===== config.mk =====
export PLATFORM = sky130hd
export DESIGN_NAME = mult_div_unit
export DESIGN_NICKNAME = d
export VERILOG_FILES = /design/src/rtl/mips_pkg.sv /design/src/rtl/md_negate.sv /design/src/rtl/mult_div_unit.sv
export SDC_FILE = /design/constraint.sdc
export NUM_CORES = 1
export LEC_CHECK = 0
export CAP_MARGIN = 0
export CORE_MARGIN = 8
export CORE_UTILIZATION = 54
export CTS_CLUSTER_DIAMETER = 150
export DETAILED_ROUTE_END_ITERATION = 8
export GPL_TIMING_DRIVEN = 0
export PLACE_DENSITY = 0.79
export SYNTH_ARGS = -nofsm -noshare
export SYNTH_HDL_FRONTEND = slang
export SYNTH_HIERARCHICAL = 1
export SYNTH_SLANG_ARGS = --single-unit

===== constraint.sdc =====
create_clock -name clk -period 3.1 [get_ports clk]
set_clock_uncertainty 0.05 [all_clocks]
set_input_delay 0.465 -clock clk [delete_from_list [all_inputs] [get_ports clk]]
set_output_delay 0.465 -clock clk [all_outputs]
set_load 0.05 [all_outputs]

===== src/rtl/mips_pkg.sv =====
// Shared encodings for the multiply/divide unit: op codes and controller states.
package mips_pkg;

  typedef enum logic [1:0] {
    MD_MULTU = 2'b00,
    MD_MULT  = 2'b01,
    MD_DIVU  = 2'b10,
    MD_DIV   = 2'b11
  } md_op_e;

  typedef enum logic [1:0] {
    IDLE = 2'b00,
    RUN  = 2'b01,
    FIX  = 2'b10
  } md_state_e;

endpackage


===== src/rtl/md_negate.sv =====
// Conditional two's-complement negate, purely combinational, zero latency.
module md_negate #(
  parameter int WIDTH = 32
) (
  input  logic             en_i,
  input  logic [WIDTH-1:0] a_i,
  output logic [WIDTH-1:0] y_o
);

  assign y_o = en_i ? ({WIDTH{1'b0}} - a_i) : a_i;

endmodule


===== src/rtl/mult_div_unit.sv =====
// Iterative MULT/MULTU/DIV/DIVU owning HI/LO; done pulses WIDTH+2 cycles after start.
// start and MTHI/MTLO writes are accepted only while idle; anything arriving while busy is dropped.
module mult_div_unit
  import mips_pkg::*;
#(
  parameter int WIDTH = 32
) (
  input  logic             clk,
  input  logic             reset,
  input  logic             start,
  input  logic [1:0]       op,
  input  logic [WIDTH-1:0] A,
  input  logic [WIDTH-1:0] B,
  input  logic             hi_we,
  input  logic             lo_we,
  input  logic [WIDTH-1:0] wdata,
  output logic             busy,
  output logic             done,
  output logic [WIDTH-1:0] hi,
  output logic [WIDTH-1:0] lo
);

  localparam int CW = $clog2(WIDTH) + 1;

  md_state_e          state_q, state_d;
  logic [CW-1:0]      cnt_q, cnt_d;
  logic [2*WIDTH-1:0] acc_q, acc_d;
  logic [WIDTH-1:0]   opnd_q, opnd_d;
  logic [WIDTH-1:0]   hi_q, hi_d, lo_q, lo_d;
  logic               sa_q, sa_d, sb_q, sb_d;
  logic               div_q, div_d, dz_q, dz_d;
  logic               done_q, done_d;

  logic               signed_op, div_op;
  logic [WIDTH-1:0]   a_abs, b_abs, quo_fix, rem_fix;
  logic [2*WIDTH-1:0] prod_fix;
  logic [WIDTH:0]     msum, rsh, rsub;
  logic               rge;

  assign signed_op = (op == MD_MULT) || (op == MD_DIV);
  assign div_op    = (op == MD_DIVU) || (op == MD_DIV);

  md_negate #(.WIDTH(WIDTH)) u_abs_a (.en_i(signed_op & A[WIDTH-1]), .a_i(A), .y_o(a_abs));
  md_negate #(.WIDTH(WIDTH)) u_abs_b (.en_i(signed_op & B[WIDTH-1]), .a_i(B), .y_o(b_abs));
  md_negate #(.WIDTH(2*WIDTH)) u_neg_prod (.en_i(sa_q ^ sb_q), .a_i(acc_q), .y_o(prod_fix));
  // A zero divisor keeps the all-ones quotient regardless of operand signs.
  md_negate #(.WIDTH(WIDTH)) u_neg_quo (.en_i((sa_q ^ sb_q) & ~dz_q),
                                        .a_i(acc_q[WIDTH-1:0]), .y_o(quo_fix));
  md_negate #(.WIDTH(WIDTH)) u_neg_rem (.en_i(sa_q), .a_i(acc_q[2*WIDTH-1:WIDTH]), .y_o(rem_fix));

  // Multiply step: add multiplicand into the upper half, then shift the whole pair right.
  assign msum = {1'b0, acc_q[2*WIDTH-1:WIDTH]} + (acc_q[0] ? {1'b0, opnd_q} : {(WIDTH+1){1'b0}});
  // Divide step: shift next dividend bit into the partial remainder and try a subtract.
  assign rsh  = {acc_q[2*WIDTH-1:WIDTH], acc_q[WIDTH-1]};
  assign rge  = rsh >= {1'b0, opnd_q};
  assign rsub = rsh - {1'b0, opnd_q};

  always_ff @(posedge clk) begin
    if (reset) begin
      state_q <= IDLE;
      cnt_q   <= '0;
      acc_q   <= '0;
      opnd_q  <= '0;
      hi_q    <= '0;
      lo_q    <= '0;
      sa_q    <= 1'b0;
      sb_q    <= 1'b0;
      div_q   <= 1'b0;
      dz_q    <= 1'b0;
      done_q  <= 1'b0;
    end else begin
      state_q <= state_d;
      cnt_q   <= cnt_d;
      acc_q   <= acc_d;
      opnd_q  <= opnd_d;
      hi_q    <= hi_d;
      lo_q    <= lo_d;
      sa_q    <= sa_d;
      sb_q    <= sb_d;
      div_q   <= div_d;
      dz_q    <= dz_d;
      done_q  <= done_d;
    end
  end

  always_comb begin
    state_d = state_q;
    case (state_q)
      IDLE:    if (start) state_d = RUN;
      RUN:     if (cnt_q == CW'(WIDTH - 1)) state_d = FIX;
      FIX:     state_d = IDLE;
      default: state_d = IDLE;
    endcase
  end

  always_comb begin
    cnt_d  = cnt_q;
    acc_d  = acc_q;
    opnd_d = opnd_q;
    hi_d   = hi_q;
    lo_d   = lo_q;
    sa_d   = sa_q;
    sb_d   = sb_q;
    div_d  = div_q;
    dz_d   = dz_q;
    done_d = 1'b0;
    case (state_q)
      IDLE: begin
        if (hi_we) hi_d = wdata;
        if (lo_we) lo_d = wdata;
        if (start) begin
          div_d  = div_op;
          sa_d   = signed_op & A[WIDTH-1];
          sb_d   = signed_op & B[WIDTH-1];
          dz_d   = div_op && (B == '0);
          cnt_d  = '0;
          acc_d  = {{WIDTH{1'b0}}, (div_op ? a_abs : b_abs)};
          opnd_d = div_op ? b_abs : a_abs;
        end
      end
      RUN: begin
        cnt_d = cnt_q + CW'(1);
        acc_d = div_q ? {(rge ? rsub[WIDTH-1:0] : rsh[WIDTH-1:0]), acc_q[WIDTH-2:0], rge}
                      : {msum, acc_q[WIDTH-1:1]};
      end
      FIX: begin
        if (div_q) begin
          hi_d = rem_fix;
          lo_d = quo_fix;
        end else begin
          {hi_d, lo_d} = prod_fix;
        end
        done_d = 1'b1;
      end
      default: ;
    endcase
  end

  always_comb begin
    busy = (state_q != IDLE);
    done = done_q;
    hi   = hi_q;
    lo   = lo_q;
  end

endmodule


==> impl_metrics.ini, run 1 <==
[run_status]
status = complete, but fails checks
failed_checks = setup timing

[synth]
syn_nets = 2385
syn-cell-area_mm2 = 0.0171
synth_top_flop_cell = dfxtp_1
yosys-top-cells-area = dfxtp_1 20%, xnor2_1 11%, mux2i_1 10%, a211oi_1 7.6%, nor2_1 5.2%
yosysWarnings = 6
synth_area_leader_cell = dfxtp_1
synth_cell_type_count = 76
yosysSeqAreaShare_pct = 20.2
synth_cells = 2210
synth_top_cell_area_share_pct = 20.2
ys_ff_latch = 173
async_flop_share_pct = 0
synth_edf_count = 0
syn_area_per_cell_um2 = 7.74

[clocking]
clk_latency_ps = 450
cts_tree = built
cts_sinks = 173
clock-root-buffer = clkbuf_16
cts_hold_buf = 0
clk_path_buf_depth = 2
numCtsBuffers = 17
clkTransAtPathRegs_ps = 70
cts-htree-levels = 4

[setup_path]
startpoint_type = register
path_class = reg2reg
crit_path_max_incr_delay_ps = 460
end_kind = register
cp_cell_sequence = clkbuf_8 -> and2_4 -> ha_4 -> buf_6 -> a21o_1 -> a31oi_1 -> nor2_1 -> a221o_1 -> a211oi_4 -> o21ai_4 -> or3_1 -> a22o_1 -> a311o_1
r2r_cells = 13
crit_required_ps = 3380
cp.arrival_ps = 3620
cp_num_buf_inv = 2
cp_top_family = compound AO/OA/AOI/OAI gates
crit_path_top_delay_cell = dfxtp_4
path_max_fanout = 7
cp.depth = 13

[die]
start_util_pct = 54.5
core_area_mm2 = 0.0314
std_cell_rows = 65
die_y_um = 194
die_x_um = 194
io_pins = 169
die-area_mm2 = 0.0376

[hold_path]
min-delay-path-class = reg2reg
min_delay_path_depth = 2

[global_route]
track_usage_pct = 33.1
grt_max_degree = 17
antenna_found_initial = 1
overflow = 0
grt_pass1_vias = 18000
grt_pass1_wl_um = 101000

[power]
peakVddDrop_mv = 0.512
sequentialPowerShare_pct = 33.0
power.density_mw_per_mm2 = 380
p_clk_share_pct = 28.0
p_leak_nw = 7.58
sw_frac_of_total_pct = 39.9
combPwrFrac_pct = 39.1
p_sw_mw = 3.22
p_int_mw = 4.84

[sta]
relSlewSlack_pct = 37.3
worstMarginPinSlew_ps = 941
fin_crit_sh_pct = 108
slew_violations = 0
max_freq_mhz = 299
hold_viol_final = 0
setup_ws_ps = -240
grt_setup_unrepaired = true
min_period_ps = 3340
setup_viol = 14

[cells_and_area]
nNetsFinal = 2602
fin_area_mm2 = 0.0212
fin_cells = 2841
syn_to_final_growth_pct = 24.0
drive_gt1_share_pct = 12.8
fillers = 2597
antenna_cells = 0

[routing]
drc = 0
avgRoutedWirePerCell_um = 23.3
dr_total_vias = 18800
drt_wl_total_um = 66100
dr.pass1.iters = 6
via_per_inst = 6.62
drtIter0Drc = 2243
ant_nets = 0

[place]
place.gp.congestion = 1.03
dp.cells = 2778
dpl_cell_area_mm2 = 0.0193
hpwl_um = 50800
portBuffers = 166
dp_slack_ps = -1020

[job]
drv_cap = 0
[registers in the layout, indices dropped and copies added (netlist names)]
signal	cells
lo	32
div_q	1
dz_q	1
state_q	2
cnt_q	6
opnd_q	32
sb_q	1
acc_q	64
sa_q	1
hi	32
done	1
[area by class of cell]
cell class,count,area (um^2),share of cell area (%)
Clock inverter,13,158,0.743
Sequential cell,173,3520,16.6
Buffer,143,674,3.18
Inverter,70,263,1.24
Tap cell,402,503,2.37
Multi-Input combinational cell,1812,13600,64.1
Timing Repair Buffer,210,2060,9.70
Clock buffer,18,439,2.07
[power by group through the flow]
stage,Sequential (mW),Combinational (mW),Clock (mW)
floorplan,2.75,1.80,0
global placement,2.68,2.78,0
detailed placement,2.68,2.83,0
CTS,2.63,2.95,2.24
global route,2.67,3.34,2.33
finish,2.65,3.15,2.25
[cell families (layout without fill, tap and decap cells)]
kind of cell / count (synthesis) / count (layout) / share of synthesized area, %
compound gates: 663 / 663 / 26.9
xor+xnor: 233 / 233 / 11.9
fa+ha+maj: 72 / 72 / 5.35
buf+inv: 225 / 454 / 5.40
flops: 173 / 173 / 20.2
mux: 179 / 179 / 10.5
simple gates: 665 / 665 / 19.7
[stage by stage]
step           utilization, %  power (mW)  hold slack, ps  TNS [ps]
2_1_floorplan               -        4.55             382         0
3_3_place_gp             61.4        5.45             412    -34130
3_5_place_dp             61.4        5.51             418    -38690
4_1_cts                  65.5        7.81             425      -787
5_1_grt                  67.6        8.34             462     -3300
6_report                 67.6        8.06             435     -1600
[synth_stat cells, types with 22 or more instances]
master and instances:
dfxtp_1 173, nand3_1 39, ha_1 70, inv_1 70, nor2_1 239, a211oi_1 173
xor2_1 22, nand4_1 23, clkbuf_1 116, a21o_1 24, mux2i_1 176, o41ai_1 43
nor4_1 29, and2_1 39, or3_1 24, nand2b_1 24, xnor2_1 211, nor3_1 22
nand2_1 129, a21oi_1 137, o31ai_1 61, o21ai_0 89
[placed cells by master (no fill, tap or decap), types with 16 or more instances in the layout]
| master | netlist | final |
|---|---|---|
| nor4_1 | 29 | 21 |
| clkdlybuf4s50_1 | 0 | 160 |
| a211oi_1 | 173 | 166 |
| nand2b_1 | 24 | 23 |
| buf_4 | 7 | 41 |
| clkbuf_1 | 116 | 95 |
| or3_1 | 24 | 22 |
| dfxtp_1 | 173 | 131 |
| nand4_1 | 23 | 23 |
| a21oi_1 | 137 | 127 |
| xnor2_1 | 211 | 206 |
| o41ai_2 | 12 | 27 |
| nand2_1 | 129 | 127 |
| a21o_1 | 24 | 24 |
| buf_6 | 6 | 16 |
| o21ai_0 | 89 | 78 |
| o31ai_1 | 61 | 54 |
| nor2_1 | 239 | 236 |
| xor2_1 | 22 | 21 |
| inv_1 | 70 | 70 |
| or4_1 | 19 | 18 |
| dfxtp_2 | 0 | 39 |
| clkbuf_16 | 0 | 18 |
| nand3_1 | 39 | 37 |
| o41ai_1 | 43 | 28 |
| o21ai_1 | 18 | 26 |
| and2_1 | 39 | 34 |
| buf_1 | 19 | 18 |
| nor3_1 | 22 | 21 |
| mux2i_1 | 176 | 166 |
| ha_1 | 70 | 53 |
[worst paths after layout]
| check | slack [ps] | start | to |
|---|---|---|---|
| worst max-delay path | -240 | acc_q[0] | acc_q[62] |
| worst min-delay path | 440 | dz_q | dz_q |
| worst max register to register | -240 | acc_q[0] | acc_q[62] |
| worst min register to register | 440 | dz_q | dz_q |
[layer usage]
metal | GRT usage [%] | wire [um] | up-vias
met5 | 0 | 0 | -
met4 | 15.2 | 3050 | 0
met3 | 7.83 | 6760 | 188
met2 | 52.1 | 29300 | 1070
met1 | 42.3 | 27100 | 8909
li1 | - | - | 8641
[worst min-delay path, stage by stage (launching register included)]
cell     delay (ps)
dfxtp_1         330
nand2_1          60
a21oi_1          50
[repair_timing]
item                       CTS  global route
setup endpoints to repair   70           101
buffers inserted            23            21
cloned                       1             1
pin swaps                   35            28
resized for setup          119           139
No activity file was read; power rests on OpenSTA's default activity.
==> run 2: changes to the inputs <==
--- a/config.mk
+++ b/config.mk
@@ -10,7 +10,6 @@
 export CORE_UTILIZATION = 54
 export CTS_CLUSTER_DIAMETER = 150
 export DETAILED_ROUTE_END_ITERATION = 8
-export GPL_TIMING_DRIVEN = 0
 export PLACE_DENSITY = 0.79
 export SYNTH_ARGS = -nofsm -noshare
 export SYNTH_HDL_FRONTEND = slang
==> impl_metrics.ini, run 2 (synthesis results as in run 1) <==
[job]
drv_cap = 0

[routing]
via_per_inst = 6.39
avgRoutedWirePerCell_um = 22.6
dr.pass1.iters = 7
drtIter0Drc = 2028
drt_wl_total_um = 69200
dr_total_vias = 19500
drc = 0
ant_nets = 0

[sta]
hold_viol_final = 0
min_period_ps = 3110
setup_viol = 1
worstMarginPinSlew_ps = 995
slew_violations = 0
grt_setup_unrepaired = true
max_freq_mhz = 322
fin_crit_sh_pct = 100
relSlewSlack_pct = 33.6
setup_ws_ps = -7.04

[setup_path]
path_max_fanout = 8
cp_cell_sequence = buf_4 -> nand2_1 -> inv_1 -> ha_1 -> a211oi_2 -> o21ai_1 -> nand3_1 -> a21boi_2 -> a211oi_4 -> o21ai_2 -> or3_1 -> a22o_1 -> a311o_1
startpoint_type = register
reg2reg_slack_ps = -7
end_kind = register
crit_path_top_delay_cell = dfxtp_4
cp.arrival_ps = 3390
crit_path_max_incr_delay_ps = 390
r2r_cells = 13
path_class = reg2reg
crit_required_ps = 3380

[place]
place.gp.congestion = 1.05
dpl_cell_area_mm2 = 0.0217
portBuffers = 168
hpwl_um = 53900
dp_slack_ps = -284

[clocking]
cts_sinks = 173
cts-htree-levels = 4
numCtsBuffers = 17
clk_path_buf_depth = 2
clkTransAtPathRegs_ps = 80
cts_tree = built
clock-root-buffer = clkbuf_16
clk_latency_ps = 460

[cells_and_area]
nNetsFinal = 2818
antenna_cells = 0
fillers = 2492
top_register = acc_q
final_cell_mix = 392 x buf_4, 237 x nor2_1, 211 x xnor2_1
largest_reg_flops = 64
fin_area_mm2 = 0.0231
drive_gt1_share_pct = 22.2
final_common_cell = buf_4
syn_to_final_growth_pct = 34.7

[die]
start_util_pct = 54.5
die-area_mm2 = 0.0376
io_pins = 169
core_area_mm2 = 0.0314
std_cell_rows = 65
die_y_um = 194
die_x_um = 194

[global_route]
overflow = 0
antenna_found_initial = 0
grt_pass1_vias = 18800
grt_pass1_wl_um = 105000
track_usage_pct = 34.9
grt_max_degree = 98

[power]
p_leak_nw = 8.97
peakVddDrop_mv = 0.445
power.density_mw_per_mm2 = 367

[hold_path]
min_delay_path_depth = 2
min-delay-path-class = in2reg

[run_status]
failed_checks = setup timing
status = complete, but fails checks
## run 2: metal layers
layer / global-route usage (%) / vias to the layer above / share of wire, %
met5: 0 / - / 0
li1: - / 9076 / -
met3: 7.22 / 192 / 8.7
met1: 43.0 / 9315 / 40
met4: 16.7 / 0 / 5.2
met2: 57.6 / 950 / 46
## run 2: worst paths after layout
check | from | endpoint
worst max-delay path | acc_q[0] | acc_q[62]
worst min-delay path | reset | sa_q
worst min register to register | dz_q | dz_q
worst max register to register | acc_q[0] | acc_q[62]
## run 2: area by class of cell
cell class | instances | area (um^2) | area share [%]
clock buffers | 19 | 453 | 1.96
clock inverters | 11 | 135 | 0.586
inverters | 70 | 263 | 1.14
multi-input cells | 1812 | 13400 | 58.0
flip-flops and latches | 173 | 3490 | 15.1
well taps | 402 | 503 | 2.18
repair buffers | 569 | 4840 | 21.0
## run 2: timing repair
action,CTS,global route
setup buffers,13,6
gates cloned,1,0
gates resized for setup,25,101
pin swaps,4,25
hold buffers,0,0
endpoints found under the setup margin,6,42
## run 2: critical path, delay by kind of cell (launching register included)
kind	cells	cell delay (ps)
AOI/OAI and AO/OA	7	1430
and+or+nand+nor	3	590
adders and majority gates	1	300
buffers and inverters	2	210
DFF	1	390
## run 2: through the flow
step | setup TNS, ps | power, mW | utilization [%] | hold slack, ps | instances
floorplan | 0 | 4.55 | - | 382 | 2210
global placement | -2140 | 5.94 | 69.1 | 402 | 3007
detailed placement | -4110 | 6.00 | 69.1 | 404 | 3007
CTS | -21.2 | 8.27 | 71.9 | 350 | 3051
global route | -286 | 8.77 | 73.4 | 387 | 3056
finish | -7.04 | 8.46 | 73.4 | 373 | 3056
## run 2: power by group
| group | internal (mW) | switching, mW | leakage (nW) |
|---|---|---|---|
| logic | 1.56 | 2.11 | 7.27 |
| registers | 2.37 | 0.161 | 1.43 |
| clock network | 1.23 | 1.03 | 0.279 |
| total | 5.17 | 3.29 | 8.97 |
==> run 3: changes to the inputs <==
==> constraint.sdc (replaced) <==
create_clock -name clk -period 3.1 [get_ports clk]
set_clock_uncertainty 0.05 [all_clocks]
set_input_delay 0.775 -clock clk [delete_from_list [all_inputs] [get_ports clk]]
set_output_delay 0.775 -clock clk [all_outputs]
set_load 0.1 [all_outputs]
==> impl_metrics.ini, run 3 (synthesis results as in run 1) <==
[run_status]
status = complete, but fails checks
failed_checks = setup timing

[die]
die-area_mm2 = 0.0376
std_cell_rows = 65
core_area_mm2 = 0.0314
io_pins = 169
die_y_um = 194
start_util_pct = 54.5
die_x_um = 194

[clocking]
clk_path_buf_depth = 2
cts_sinks = 173
cts_hold_buf = 0
cts_tree = built
clk_latency_ps = 460
clkTransAtPathRegs_ps = 90
clock-root-buffer = clkbuf_16
cts-htree-levels = 4
numCtsBuffers = 17

[sta]
min_period_ps = 3110
setup_viol = 2
grt_setup_unrepaired = true
relSlewSlack_pct = 50.8
hold_viol_final = 0
timing.setup.tns_ps = -19.6
slew_violations = 0
max_freq_mhz = 321
worstMarginPinSlew_ps = 738
setup_ws_ps = -10.7
fin_crit_sh_pct = 100
whs_ps = 436

[place]
hpwl_um = 52500
dpl_cell_area_mm2 = 0.0216
portBuffers = 168
dp_slack_ps = -570
place.gp.congestion = 1.02
dp.cells = 3008

[setup_path]
crit_path_top_delay_cell = or4_2
reg2reg_to = hi[24]
path_class = reg2reg
reg2reg_slack_ps = -10
crit_required_ps = 3370
crit_path_max_incr_delay_ps = 720
cp_top_family = simple AND/OR/NAND/NOR gates
crit_start = acc_q[46]
path_max_fanout = 5
cp.arrival_ps = 3380
cp_num_buf_inv = 1
r2r_cells = 9
r2r_start = acc_q[46]
end_kind = register
startpoint_type = register
cp.depth = 9
crit_path_end = hi[24]
cp_cell_sequence = buf_4 -> or4_4 -> or4_2 -> o41ai_2 -> xnor2_1 -> mux2i_1 -> a211oi_1 -> a21oi_1 -> nor2_1

[global_route]
grt_pass1_vias = 18900
grt_pass1_wl_um = 104000
antenna_found_initial = 2
grt_max_degree = 71
overflow = 0
track_usage_pct = 34.0

[routing]
ant_nets = 0
avgRoutedWirePerCell_um = 22.3
drtIter0Drc = 2133
dr_total_vias = 19800
via_per_inst = 6.46
dr.pass1.iters = 8
drt_wl_total_um = 68200
drc = 0

[cells_and_area]
largest_reg_flops = 64
regArea_mm2 = 0.00349
syn_to_final_growth_pct = 35.8
drive_gt1_share_pct = 25.6
final_common_cell = buf_4
final_cell_mix = 452 x buf_4, 238 x nor2_1, 211 x xnor2_1
fillers = 2388
top_register = acc_q
multi_input_area_mm2 = 0.0137
nNetsFinal = 2819
final_util_pct = 74.1
fin_area_mm2 = 0.0232
fin_cells = 3060

[power]
p_leak_nw = 9.33
peakVddDrop_mv = 0.469
power.density_mw_per_mm2 = 370
power_mw = 8.60

[job]
drv_cap = 0

[hold_path]
min-delay-path-class = reg2reg
run 3: how the worst min path moves through the flow:
stage          startpoint     end  slack, ps  cells after the start
6_report             dz_q    dz_q        440                      2
5_1_grt              dz_q    dz_q        450                      2
4_1_cts              dz_q    dz_q        440                      2
3_5_place_dp       hi[29]  hi[29]        430                      2
3_3_place_gp         dz_q    dz_q        400                      2
2_1_floorplan        dz_q    dz_q        380                      2
run 3: per-layer routing:
metal	GRT usage [%]	vias up	wire length (um)
li1	-	9112	-
met2	56.4	1059	31500
met1	41.8	9371	27200
met4	16.8	2	3540
met3	6.54	237	5870
met5	0	-	13
run 3: final cells by class:
| cell class | instances | area share, % |
|---|---|---|
| sequential | 173 | 15.0 |
| clock inverter | 13 | 0.501 |
| tap | 402 | 2.16 |
| multi-input combinational | 1813 | 58.9 |
| inverter | 70 | 1.13 |
| antenna | 1 | 0.0108 |
| clock buffer | 19 | 1.95 |
| timing repair buffer | 569 | 20.3 |
run 3: report_power, final:
group          internal [mW]  switching, mW  leakage [nW]
Clock                   1.11           1.11         0.281
Combinational           1.53           2.30          7.62
Sequential              2.37          0.170          1.43
run 3: repair_timing:
| item | CTS | global route |
|---|---|---|
| setup buffers | 9 | 12 |
| endpoints found under the hold margin | 0 | 0 |
| gates resized for setup | 55 | 130 |
| endpoints found under the setup margin | 30 | 69 |
| pin swaps | 22 | 65 |
| cloned | 0 | 1 |
run 3: tightest hold or removal path, delay by kind of cell, from the launching register on:
family | cells | cell delay [ps]
flip-flops | 1 | 320
AND/OR/NAND/NOR | 1 | 60
AO/OA/AOI/OAI | 1 | 60
